**src/rtl/caliptra_fpga_sync_apb_master.sv**
```systemverilog
//------------------------------------------------------------------------------
// caliptra_fpga_sync_apb_master
//
// Register-driven APB master for the FPGA sync wrapper. It lives in the
// aclk_gated domain and drives caliptra_top's APB slave port. It replaces the
// old scheme, where register bits drove the APB signals directly.
//
// A host-side register block hands over one request at a time through a
// valid/ready handshake. This block then runs a compliant SETUP/ACCESS
// sequence and returns the sampled PRDATA/PSLVERR through a second valid/ready
// handshake. A 16-bit counter of completed responses lets the host track
// progress without watching the bus.
//
// Optional build feature:
//   CALIPTRA_FPGA_SYNC_APB_TIMEOUT_EN - when defined, ACCESS is aborted after
//   TIMEOUT_CYCLES cycles without PREADY. The abort reports
//   resp_timeout=1, resp_slverr=1 and resp_rdata=0. When the macro is not
//   defined, ACCESS waits for PREADY indefinitely and resp_timeout is tied to 0.
//
// Parameters:
//   ADDR_W          APB address width
//   DATA_W          PWDATA/PRDATA width
//   PAUSER_W        PAUSER width
//   TIMEOUT_CYCLES  max ACCESS cycles without PREADY (timeout build only, >=1)
//
// Ports:
//   aclk_gated                 gated core clock; only granted cycles advance state
//   rstn                       asynchronous active-low reset
//   req_valid / req_ready      request handshake (ready only while idle)
//   req_write                  1 = write, 0 = read
//   req_addr / req_wdata       target address / write data
//   req_pprot / req_pauser     APB attributes for the transfer
//   resp_valid / resp_ready    response handshake; response held until taken
//   resp_rdata                 PRDATA sample (0 for writes and timeouts)
//   resp_slverr                PSLVERR sample, or 1 on timeout
//   resp_timeout               transfer aborted by the ACCESS timeout
//   txn_count                  completed responses, wraps 0xFFFF -> 0
//   psel/penable/pwrite        APB control (registered)
//   paddr/pwdata/pprot/pauser  APB payload, stable from SETUP to completion
//   pready/pslverr/prdata      APB completion inputs from the slave
//------------------------------------------------------------------------------
module caliptra_fpga_sync_apb_master #(
   parameter int ADDR_W         = 32,
   parameter int DATA_W         = 32,
   parameter int PAUSER_W       = 32,
   parameter int TIMEOUT_CYCLES = 1024
) (
   input  logic                aclk_gated,
   input  logic                rstn,

   // Request side
   input  logic                req_valid,
   output logic                req_ready,
   input  logic                req_write,
   input  logic [ADDR_W-1:0]   req_addr,
   input  logic [DATA_W-1:0]   req_wdata,
   input  logic [2:0]          req_pprot,
   input  logic [PAUSER_W-1:0] req_pauser,

   // Response side
   output logic                resp_valid,
   input  logic                resp_ready,
   output logic [DATA_W-1:0]   resp_rdata,
   output logic                resp_slverr,
   output logic                resp_timeout,
   output logic [15:0]         txn_count,

   // APB master port
   output logic                psel,
   output logic                penable,
   output logic                pwrite,
   output logic [ADDR_W-1:0]   paddr,
   output logic [DATA_W-1:0]   pwdata,
   output logic [2:0]          pprot,
   output logic [PAUSER_W-1:0] pauser,
   input  logic                pready,
   input  logic                pslverr,
   input  logic [DATA_W-1:0]   prdata
);

   typedef enum logic [1:0] {
      S_IDLE   = 2'd0,
      S_SETUP  = 2'd1,
      S_ACCESS = 2'd2,
      S_RESP   = 2'd3
   } state_t;

   state_t state;

`ifdef CALIPTRA_FPGA_SYNC_APB_TIMEOUT_EN
   // The counter is kept at least 10 bits wide, so the default depth and
   // small test depths share one structure.
   localparam int              TO_RAW_W = $clog2(TIMEOUT_CYCLES + 1);
   localparam int              TO_W     = (TO_RAW_W > 10) ? TO_RAW_W : 10;
   localparam logic [TO_W-1:0] TO_LAST  = TO_W'(TIMEOUT_CYCLES - 1);

   // Number of ACCESS cycles that have already passed without PREADY.
   logic [TO_W-1:0] to_cnt;
`else
   // The timeout depth only matters in the timeout build.
   logic unused_timeout_cfg;
   assign unused_timeout_cfg = ^TIMEOUT_CYCLES;
   assign resp_timeout       = 1'b0;
`endif

   //---------------------------------------------------------------------------
   // Main FSM. Every output is a register. The asynchronous reset drops
   // psel/penable at once, even in the middle of a transfer, and discards any
   // pending response.
   //---------------------------------------------------------------------------
   always_ff @(posedge aclk_gated or negedge rstn) begin
      if (!rstn) begin
         state        <= S_IDLE;
         req_ready    <= 1'b0;
         resp_valid   <= 1'b0;
         resp_rdata   <= '0;
         resp_slverr  <= 1'b0;
         txn_count    <= '0;
         psel         <= 1'b0;
         penable      <= 1'b0;
         pwrite       <= 1'b0;
         paddr        <= '0;
         pwdata       <= '0;
         pprot        <= '0;
         pauser       <= '0;
`ifdef CALIPTRA_FPGA_SYNC_APB_TIMEOUT_EN
         resp_timeout <= 1'b0;
         to_cnt       <= '0;
`endif
      end else begin
         case (state)
            S_IDLE: begin
               // req_ready comes up one cycle after reset release, and one
               // cycle after each response handshake.
               req_ready <= 1'b1;
               if (req_valid && req_ready) begin
                  // Capture the whole request now. Later changes on req_*
                  // cannot disturb the transfer that is in flight.
                  pwrite    <= req_write;
                  paddr     <= req_addr;
                  pwdata    <= req_wdata;
                  pprot     <= req_pprot;
                  pauser    <= req_pauser;
                  psel      <= 1'b1;
                  penable   <= 1'b0;
                  req_ready <= 1'b0;
                  state     <= S_SETUP;
               end
            end

            S_SETUP: begin
               // SETUP always lasts exactly one cycle.
               penable <= 1'b1;
               state   <= S_ACCESS;
`ifdef CALIPTRA_FPGA_SYNC_APB_TIMEOUT_EN
               to_cnt  <= '0;
`endif
            end

            S_ACCESS: begin
               if (pready) begin
                  // A PREADY that arrives in the expiry cycle still completes
                  // the transfer normally.
                  psel        <= 1'b0;
                  penable     <= 1'b0;
                  resp_rdata  <= pwrite ? '0 : prdata;
                  resp_slverr <= pslverr;
`ifdef CALIPTRA_FPGA_SYNC_APB_TIMEOUT_EN
                  resp_timeout <= 1'b0;
`endif
                  resp_valid  <= 1'b1;
                  state       <= S_RESP;
               end
`ifdef CALIPTRA_FPGA_SYNC_APB_TIMEOUT_EN
               else if (to_cnt == TO_LAST) begin
                  // This is ACCESS cycle TIMEOUT_CYCLES with no PREADY.
                  // Abort the transfer and report it as a timed-out error.
                  psel         <= 1'b0;
                  penable      <= 1'b0;
                  resp_rdata   <= '0;
                  resp_slverr  <= 1'b1;
                  resp_timeout <= 1'b1;
                  resp_valid   <= 1'b1;
                  state        <= S_RESP;
               end else begin
                  to_cnt <= to_cnt + TO_W'(1);
               end
`endif
            end

            S_RESP: begin
               // Hold the response until the consumer takes it. A request that
               // is already waiting is accepted only after the FSM is back in
               // IDLE.
               if (resp_ready) begin
                  resp_valid <= 1'b0;
                  txn_count  <= txn_count + 16'd1;
                  req_ready  <= 1'b1;
                  state      <= S_IDLE;
               end
            end

            default: begin
               state <= S_IDLE;
            end
         endcase
      end
   end

endmodule

```
**config.mk**
```make
export PLATFORM = sky130hd
export DESIGN_NAME = caliptra_fpga_sync_apb_master
export DESIGN_NICKNAME = d
export VERILOG_FILES = /design/src/rtl/caliptra_fpga_sync_apb_master.sv
export SDC_FILE = /design/constraint.sdc
export NUM_CORES = 1
export LEC_CHECK = 0
export BUFFER_PORTS_ARGS = -buffer_cell sky130_fd_sc_hd__buf_4
export CAP_MARGIN = 25
export CORE_MARGIN = 4
export CORE_UTILIZATION = 46
export DETAILED_ROUTE_END_ITERATION = 12
export GPL_TIMING_DRIVEN = 0
export PLACE_DENSITY = 0.84
export SETUP_SLACK_MARGIN = 0.02
export SYNTH_ARGS = -nofsm -noshare
export SYNTH_HDL_FRONTEND = slang
export SYNTH_SLANG_ARGS = --single-unit
```
**constraint.sdc**
```tcl
create_clock -name aclk_gated -period 1.85 [get_ports aclk_gated]
set_input_delay 0.2775 -clock aclk_gated [delete_from_list [all_inputs] [get_ports aclk_gated]]
set_output_delay 0.2775 -clock aclk_gated [all_outputs]
set_load 0.01 [all_outputs]
```
# Word level (Yosys, flattened, before mapping)
# Cells that the tools add are included.
[word_totals] latchBits=0 romBits=0 regBits=155 mem_count=0 mem_bits_rw=0 inputBits=138 word_cells=50 output_inout_bits=154
[op_classes] shifts=0 bitwise=0 n_lt_le_gt_ge=0 multipliers=0 div=0 reduce_logical=14 n_eq_ne=6 addsub=1 n_mux=16
[ops] cell="2-to-1 mux 32 bit" n=1
[ops] cell="adder 16 x 1 -> 16 bit, second input constant" n=1
[ops] cell="AND reduction 3 bit" n=4
[ops] cell="one-hot mux 2 bit (4 select lines)" n=1
[ops] cell="AND reduction 2 bit" n=4
[ops] cell="2-to-1 mux 1 bit" n=7
[ops] cell="2-to-1 mux 2 bit" n=3
[ops] cell="inequality test 2 bit, second input constant" n=3
[ops] cell="one-hot mux 1 bit (2 select lines)" n=3
[ops] cell="nonzero test 2 bit" n=3
[ops] cell="equality test 2 bit, second input constant" n=2
[ops] cell="one-hot mux 1 bit (3 select lines)" n=1
[ops] cell="nonzero test 3 bit" n=1
[ops] cell="equality test 2 x 1 -> 1 bit, second input constant" n=1
[ops] cell="zero test 2 bit" n=1
[ops] cell="logical AND 1 bit" n=1

# Logic depth before layout (Yosys ltp)
# Gate-level depths: netlist of run 1.
[logic_depth] depth_word=3 mapped_depth=7 ltp_nobuf=5

# Worst setup path before layout of run 1
# No wires, ideal clock.
[synth_timing] path_kind="register to register" startpoint="register state[0]" endpoint="register paddr[0]" t_arrival_ps=1478 period_less_slack_ps=1603 path_buffers=2 stages_incl_launch_ff=7 t_required_ps=1725 setup_slack_ps=247 setup_time_ps=125 cell_sequence="dfrtp_1 -> inv_1 -> ha_1 -> nand3_1 -> buf_2 -> buf_2 -> mux2_2"
[synth_via] elab_chain_len=2
[synth_rtl] item="from (decl)" line_no="88" source="state_t state;"
[synth_rtl] item="from (signal assigned)" line_no="113" source="state <= S_IDLE;"
[synth_rtl] item="from (signal assigned)" line_no="147" source="state <= S_SETUP;"
[synth_rtl] item="from (signal assigned)" line_no="154" source="state <= S_ACCESS;"
[synth_rtl] item="zero test 2 bit" line_no="131" source="case (state)"
[synth_rtl] item="AND reduction 2 bit (no line)"
[synth_rtl] item="to (signal assigned)" line_no="140" source="paddr <= req_addr;"
[synth_rtl] item="to (decl)" line_no="72" source="output logic [ADDR_W-1:0] paddr,"
# No other way between the ends.
# A chain may end at the register's enable or synchronous reset.

# Worst setup path in the final report of run 1
[layout_timing] startpoint="register state[1]" endpoint="register pwdata[24]"
[layout_via] elab_chain_len=2
[layout_rtl] item="zero test 2 bit" line_no="131"
[layout_rtl] item="AND reduction 2 bit (no line)"
[layout_rtl] item="to (signal assigned)" line_no="141" source="pwdata <= req_wdata;"
[layout_rtl] item="to (decl)" line_no="73" source="output logic [DATA_W-1:0] pwdata,"
# No other way between the ends.

==> results of run 1 <==
[layer usage]
layer / wire length [um] / share of wire / track usage
met4: 486 / 0.030 / 0.0900
met2: 8570 / 0.52 / 0.384
met5: 0 / 0 / 0
met1: 5820 / 0.35 / 0.230
met3: 1580 / 0.096 / 0.0782
[metrics by stage]
step | instance area [um^2] | std cells | util
floorplan | 6090 | 444 | -
global placement | 8480 | 906 | 0.664
detailed placement | 8510 | 907 | 0.666
CTS | 9250 | 940 | 0.724
global route | 9270 | 940 | 0.726
finish | 9270 | 940 | 0.726
[power groups by stage]
stage / combinational [mW] / sequential [mW] / clock [mW]
after floorplan: 2.31 / 6.52 / 0
after global placement: 6.22 / 5.82 / 0
after detailed placement: 6.44 / 5.94 / 0
after CTS: 6.52 / 5.91 / 4.11
after global routing: 7.00 / 6.10 / 4.26
final: 6.43 / 5.90 / 4.05
[cells by family after synthesis]
| family | count (synthesis) |
|---|---|
| mux | 105 |
| other cells | 1 |
| simple gates | 95 |
| buf+inv | 27 |
| compound gates | 41 |
| fa+ha+maj | 5 |
| flops | 155 |
| xor+xnor | 15 |
[repair_timing]
action / CTS / global route
setup endpoints to repair: 82 / 112
gates resized for setup: 13 / 12
endpoints found under the hold margin: 68 / 0
hold buffers: 1 / 0
[synthesized netlist by cell type, types with 2 or more instances]
| cell type | instances | area [um^2] |
|---|---|---|
| inv_1 | 5 | 18.8 |
| a21oi_1 | 2 | 10.0 |
| xor2_1 | 5 | 43.8 |
| mux2_2 | 104 | 1170 |
| o21ai_0 | 36 | 180 |
| clkbuf_1 | 9 | 33.8 |
| buf_2 | 11 | 55.1 |
| dfrtp_1 | 155 | 3880 |
| a22o_1 | 2 | 17.5 |
| xnor2_1 | 10 | 87.6 |
| nand2_1 | 41 | 154 |
| and4_1 | 3 | 26.3 |
| nand2b_1 | 33 | 206 |
| ha_1 | 5 | 62.6 |
| nor3_2 | 2 | 20.0 |
| nand3_1 | 6 | 30.0 |
| nor2_1 | 6 | 22.5 |
[worst max-delay path: cells and delay by family (launching register included)]
family,cells,cell delay [ns]
buffers and inverters,3,0.47
muxes,1,0.36
DFF,1,0.42
and+or+nand+nor,1,0.12
adders and majority gates,1,0.26
[area by class of cell]
class                      instances  share of cell area
sequential                       155               0.418
timing repair buffer             292               0.239
multi-input combinational        262               0.227
clock buffer                      21              0.0497
clock inverter                    11              0.0256
tap                              172              0.0232
buffer                            22              0.0148
inverter                           5             0.00202
[registers in the layout (all words and copies together) (netlist names), 2 cells and up]
| name | count |
|---|---|
| pwdata | 32 |
| resp_rdata | 32 |
| pauser | 32 |
| txn_count | 16 |
| paddr | 32 |
| pprot | 3 |
| state | 2 |
[worst max path at each step]
stage	end	cells after the start
5_1_grt	paddr[0]	6
4_1_cts	pwdata[24]	6
3_5_place_dp	paddr[30]	6
3_3_place_gp	paddr[8]	1
2_1_floorplan	paddr[0]	6
6_report	pwdata[24]	6
==> metrics, run 1 <==
Compound-Gate Fraction of Synth Area 0.0354; Setup crit end kind flip-flop; num ports 292; Initial Util 0.476; largest net degree at the start of global routing 88; most frequent cells in the layout 297 x buf_4, 155 x dfrtp_1, 104 x mux2_2; Synth Instances 444; Worst-Margin Slew 0.631 ns; clock latency on the worst-skew pair 0.41 ns; max-slew headroom at the worst pin 0.579; Sw Share 0.308; Final GP Congestion 0.765; ratio of cells with drive above 1 in the final layout 0.586; CORE AREA 12800 um^2; post-route setup TNS 0 ns; CTS tree done; Final WS setup 0.0926 ns; critical-path cell list inv_1 > ha_1 > nand3_2 > buf_6 > buf_4 > mux2_2; Post-DRT Antenna Nets 0; final hold slack 0.0950 ns; root buffer cell clkbuf_16; total power 16.4 mW; Avg Synthesized Cell Area 13.7 um^2; combinational power share 0.393; Rows 41; WL per Instance 17.5 um; pre-CTS setup slack -0.173 ns; fillers 864; Via density 4.98; startpoint types flip-flop; max-cap violation count 0; leakage 4.64 nW; final hold vios 0; EDFF count, synth 0; Reg2Reg Depth 6; Synth Flop Type dfrtp_1; Worst Hold End pauser[15]; chip width 123 um; CTS Sinks 155; crit path DAT 2.05 ns; Post-CTS Repair Setup Buffers 0; Post-Syn Nets 587; number of detailed-route iterations in the first pass 4; Data required, critical path 2.14 ns; Seq pwr share 0.360; first-pass GRT wire length 25000 um; async set or reset register ratio after synthesis 1.00; Simple-Gate Fraction of Synth Area 0.0812; Worst R2R End pwdata[24]; CP max stage delay 0.42 ns; nets 898; Slowest-stage cell, CP dfrtp_1; flop2flop setup slack 0.09 ns; clock buffer count from CTS 17; Remaining DRCs 0; min-delay worst type primary input to flip-flop; register area share after synthesis 0.637; total wire length 16500 um; Yosys reg bits 155; Congestion Overflow GR 0; hold path depth 2; Psw 5.04 mW; area occupied by registers 3880 um^2; Netlist cell types 26; status completed; main combinational cell family by area after synthesis multiplexers; number of global-route vias before repair 5017; Post-Synth XOR/XNOR Area 0.0216; clk_skew 0.00477 ns; Worst Setup SP state[1]; final setup fails 0; Cell Int Power 11.3 mW; Synth Area in Adders 0.0103; area of the multi-input gates 2110 um^2; final period utilization 0.950; R2R Path Start state[1]; initial antenna violation count 0; clock slew at reported path FFs 0.06 ns; htree depth 4; commonest non-fill, non-tap cell in the layout buf_4; clock share of power 0.247; area growth from synthesis to layout 52.4%; die area 15100 um^2; Max Transition Viols Final 0; Max Clock Freq 0.569 GHz; clock buffer depth 2; Detailed Place HPWL 12500 um; Worst Min Path Start req_pauser[15]; via count 4677; Pwr Density 1770 nW/um^2; # diodes 0; Iteration-0 DRC Markers 179; die height 123 um; Setup CP Type flip-flop to flip-flop; Tmin final 1.76 ns; RSZ-0062 raised after global routing yes; post-synthesis mux area share 0.194; number of buffers added on ports 290; maximum VDD drop 1.01 mV; Mapped Area 6090 um^2; Yosys Warn Count 0; Max FO, Critical Path 10; all-layer global routing usage 0.215
Note: power is estimated with default switching activity, not from simulation.
==> run 2, diff against run 1 <==
--- a/config.mk
+++ b/config.mk
@@ -8,11 +8,13 @@
 export BUFFER_PORTS_ARGS = -buffer_cell sky130_fd_sc_hd__buf_4
 export CAP_MARGIN = 25
 export CORE_MARGIN = 4
-export CORE_UTILIZATION = 46
+export CORE_UTILIZATION = 48
+export CTS_BUF_LIST = sky130_fd_sc_hd__clkbuf_8
 export DETAILED_ROUTE_END_ITERATION = 12
 export GPL_TIMING_DRIVEN = 0
-export PLACE_DENSITY = 0.84
+export PLACE_DENSITY = 0.87
 export SETUP_SLACK_MARGIN = 0.02
+export SKIP_CTS_REPAIR_TIMING = 1
 export SYNTH_ARGS = -nofsm -noshare
 export SYNTH_HDL_FRONTEND = slang
 export SYNTH_SLANG_ARGS = --single-unit
==> run 2 against run 1 <==
  * Sequential cell count unchanged
  * Non-clock buffer count did not move
  * Worst setup slack improved by 0.055 ns
  * Routed wire length increased by 0.91%
  * Core utilization grew 0.83 points
  * Critical path depth stayed put
  * First-iteration DRC count grew 35%
  * Sequential share of layout area is 1.4 points higher
  * Sequential power about the same
  * Via count shrank 1.7%
  * Global-route usage up 1.3 points
  * Combinational power barely moved
==> metrics, run 2 (synthesis gave the netlist of run 1 again) <==
final hold vios 0; hold path depth 2; Pwr Density 1660 nW/um^2; Max Transition Viols Final 0; Worst-Margin Slew 0.726 ns; Initial Util 0.498; Worst R2R End pauser[23]; Reg2Reg Depth 6; Rows 40; CTS Sinks 155; area occupied by registers 3880 um^2; WL per Instance 17.7 um; max-slew headroom at the worst pin 0.516; number of detailed-route iterations in the first pass 4; R2R Path Start state[1]; # diodes 0; nets 898; met3 usage 0.0767; Post-DRT Antenna Nets 0; final period utilization 0.920; Setup CP Type flip-flop to flip-flop; Worst Hold End pwdata[23]; clk_skew 0.00742 ns; largest net degree at the start of global routing 81; number of buffers added on ports 290; commonest non-fill, non-tap cell in the layout buf_4; total power 14.9 mW; global routing's busiest layer met2; Tmin final 1.70 ns; fillers 857; Detailed Place HPWL 13000 um; RSZ-0062 raised after global routing yes; number of global-route vias before repair 4908; clock buffer depth 2; met1 Track Usage GR 0.240; Setup crit end kind flip-flop; total wire length 16600 um; area of the multi-input gates 2090 um^2; min-delay worst type primary input to flip-flop; first-pass GRT wire length 25600 um; Congestion Overflow GR 0; die area 14500 um^2; Iteration-0 DRC Markers 241; CTS tree done; Via density 4.91; leakage 4.49 nW; max-cap violation count 0; all-layer global routing usage 0.228; CORE AREA 12200 um^2; most frequent cells in the layout 294 x buf_4, 155 x dfrtp_1, 104 x mux2_2; clock buffer count from CTS 17; startpoint types flip-flop; area growth from synthesis to layout 47.3%; via count 4598; Remaining DRCs 0; Max FO, Critical Path 10; Worst Min Path Start req_wdata[23]; M2 GR Usage 0.410; Max Clock Freq 0.587 GHz; initial antenna violation count 0; clock latency on the worst-skew pair 0.44 ns; final setup fails 0; Final Util 0.734; clock slew at reported path FFs 0.08 ns; flop2flop setup slack 0.15 ns; status completed; Final GP Congestion 0.791; Data required, critical path 2.18 ns; maximum VDD drop 1.08 mV; Worst Setup SP state[1]; num ports 292; die height 121 um; htree depth 4; crit path DAT 2.03 ns; chip width 121 um; root buffer cell clkbuf_8; ratio of cells with drive above 1 in the final layout 0.583
-- run 2: cell types whose count changed in the layout (fill, tap and decap cells not counted), sizes merged --
| cell | delta |
|---|---|
| clkinvlp | +4 |
| inv | +1 |
| bufinv | -4 |
| buf | -5 |
| clkbuf | +3 |
| clkinv | +1 |
-- run 2: stage by stage --
step / instance area (um^2) / setup slack (ns) / setup TNS (ns) / hold WS, ns / instances
detailed placement: 8500 / -0.124 / -7.26 / 0.358 / 903
global placement: 8470 / -0.156 / -26.65 / 0.466 / 902
CTS: 8920 / -0.131 / -7.95 / -0.134 / 935
finish: 8970 / 0.147 / 0 / 0.0650 / 936
floorplan: 6090 / 0.247 / 0 / -0.0181 / 444
global route: 8970 / 0.0276 / 0 / 0.0266 / 936
-- run 2: layout make-up --
class	instances	share of cell area
Sequential cell	155	0.433
Clock inverter	13	0.0169
Multi-Input combinational cell	262	0.233
Clock buffer	19	0.0292
Tap cell	168	0.0234
Buffer	22	0.0149
Inverter	5	0.00209
Timing Repair Buffer	292	0.247
-- run 2: layer usage --
layer,part of all wire,vias to the layer above,routed length (um)
met3,0.083,34,1380
li1,-,2123,-
met4,0.027,0,441
met2,0.53,206,8820
met5,0,-,0
met1,0.36,2235,5950
-- run 2: how the worst max path moves through the flow --
stage                     slack [ns]  cells after the start    endpoint
after floorplan                 0.25                      6    paddr[0]
after global placement         -0.16                      1   pwdata[4]
after detailed placement       -0.12                      6   paddr[30]
after CTS                      -0.13                      6   paddr[30]
after global routing            0.03                      6  pauser[25]
final                           0.15                      6  pauser[23]
-- run 2: where the power goes --
group          internal, mW  switching [mW]  total, mW
Clock                  1.39            1.21       2.60
Sequential             4.96           0.933       5.89
Combinational          3.63            2.79       6.42
-- run 2: worst max-delay path, cell delays in order, from the launching register on --
cell and delay (ns):
dfrtp_1 0.39, inv_1 0.09, ha_1 0.25, nand3_2 0.12, buf_6 0.16, clkbuf_4 0.23
mux2_2 0.36
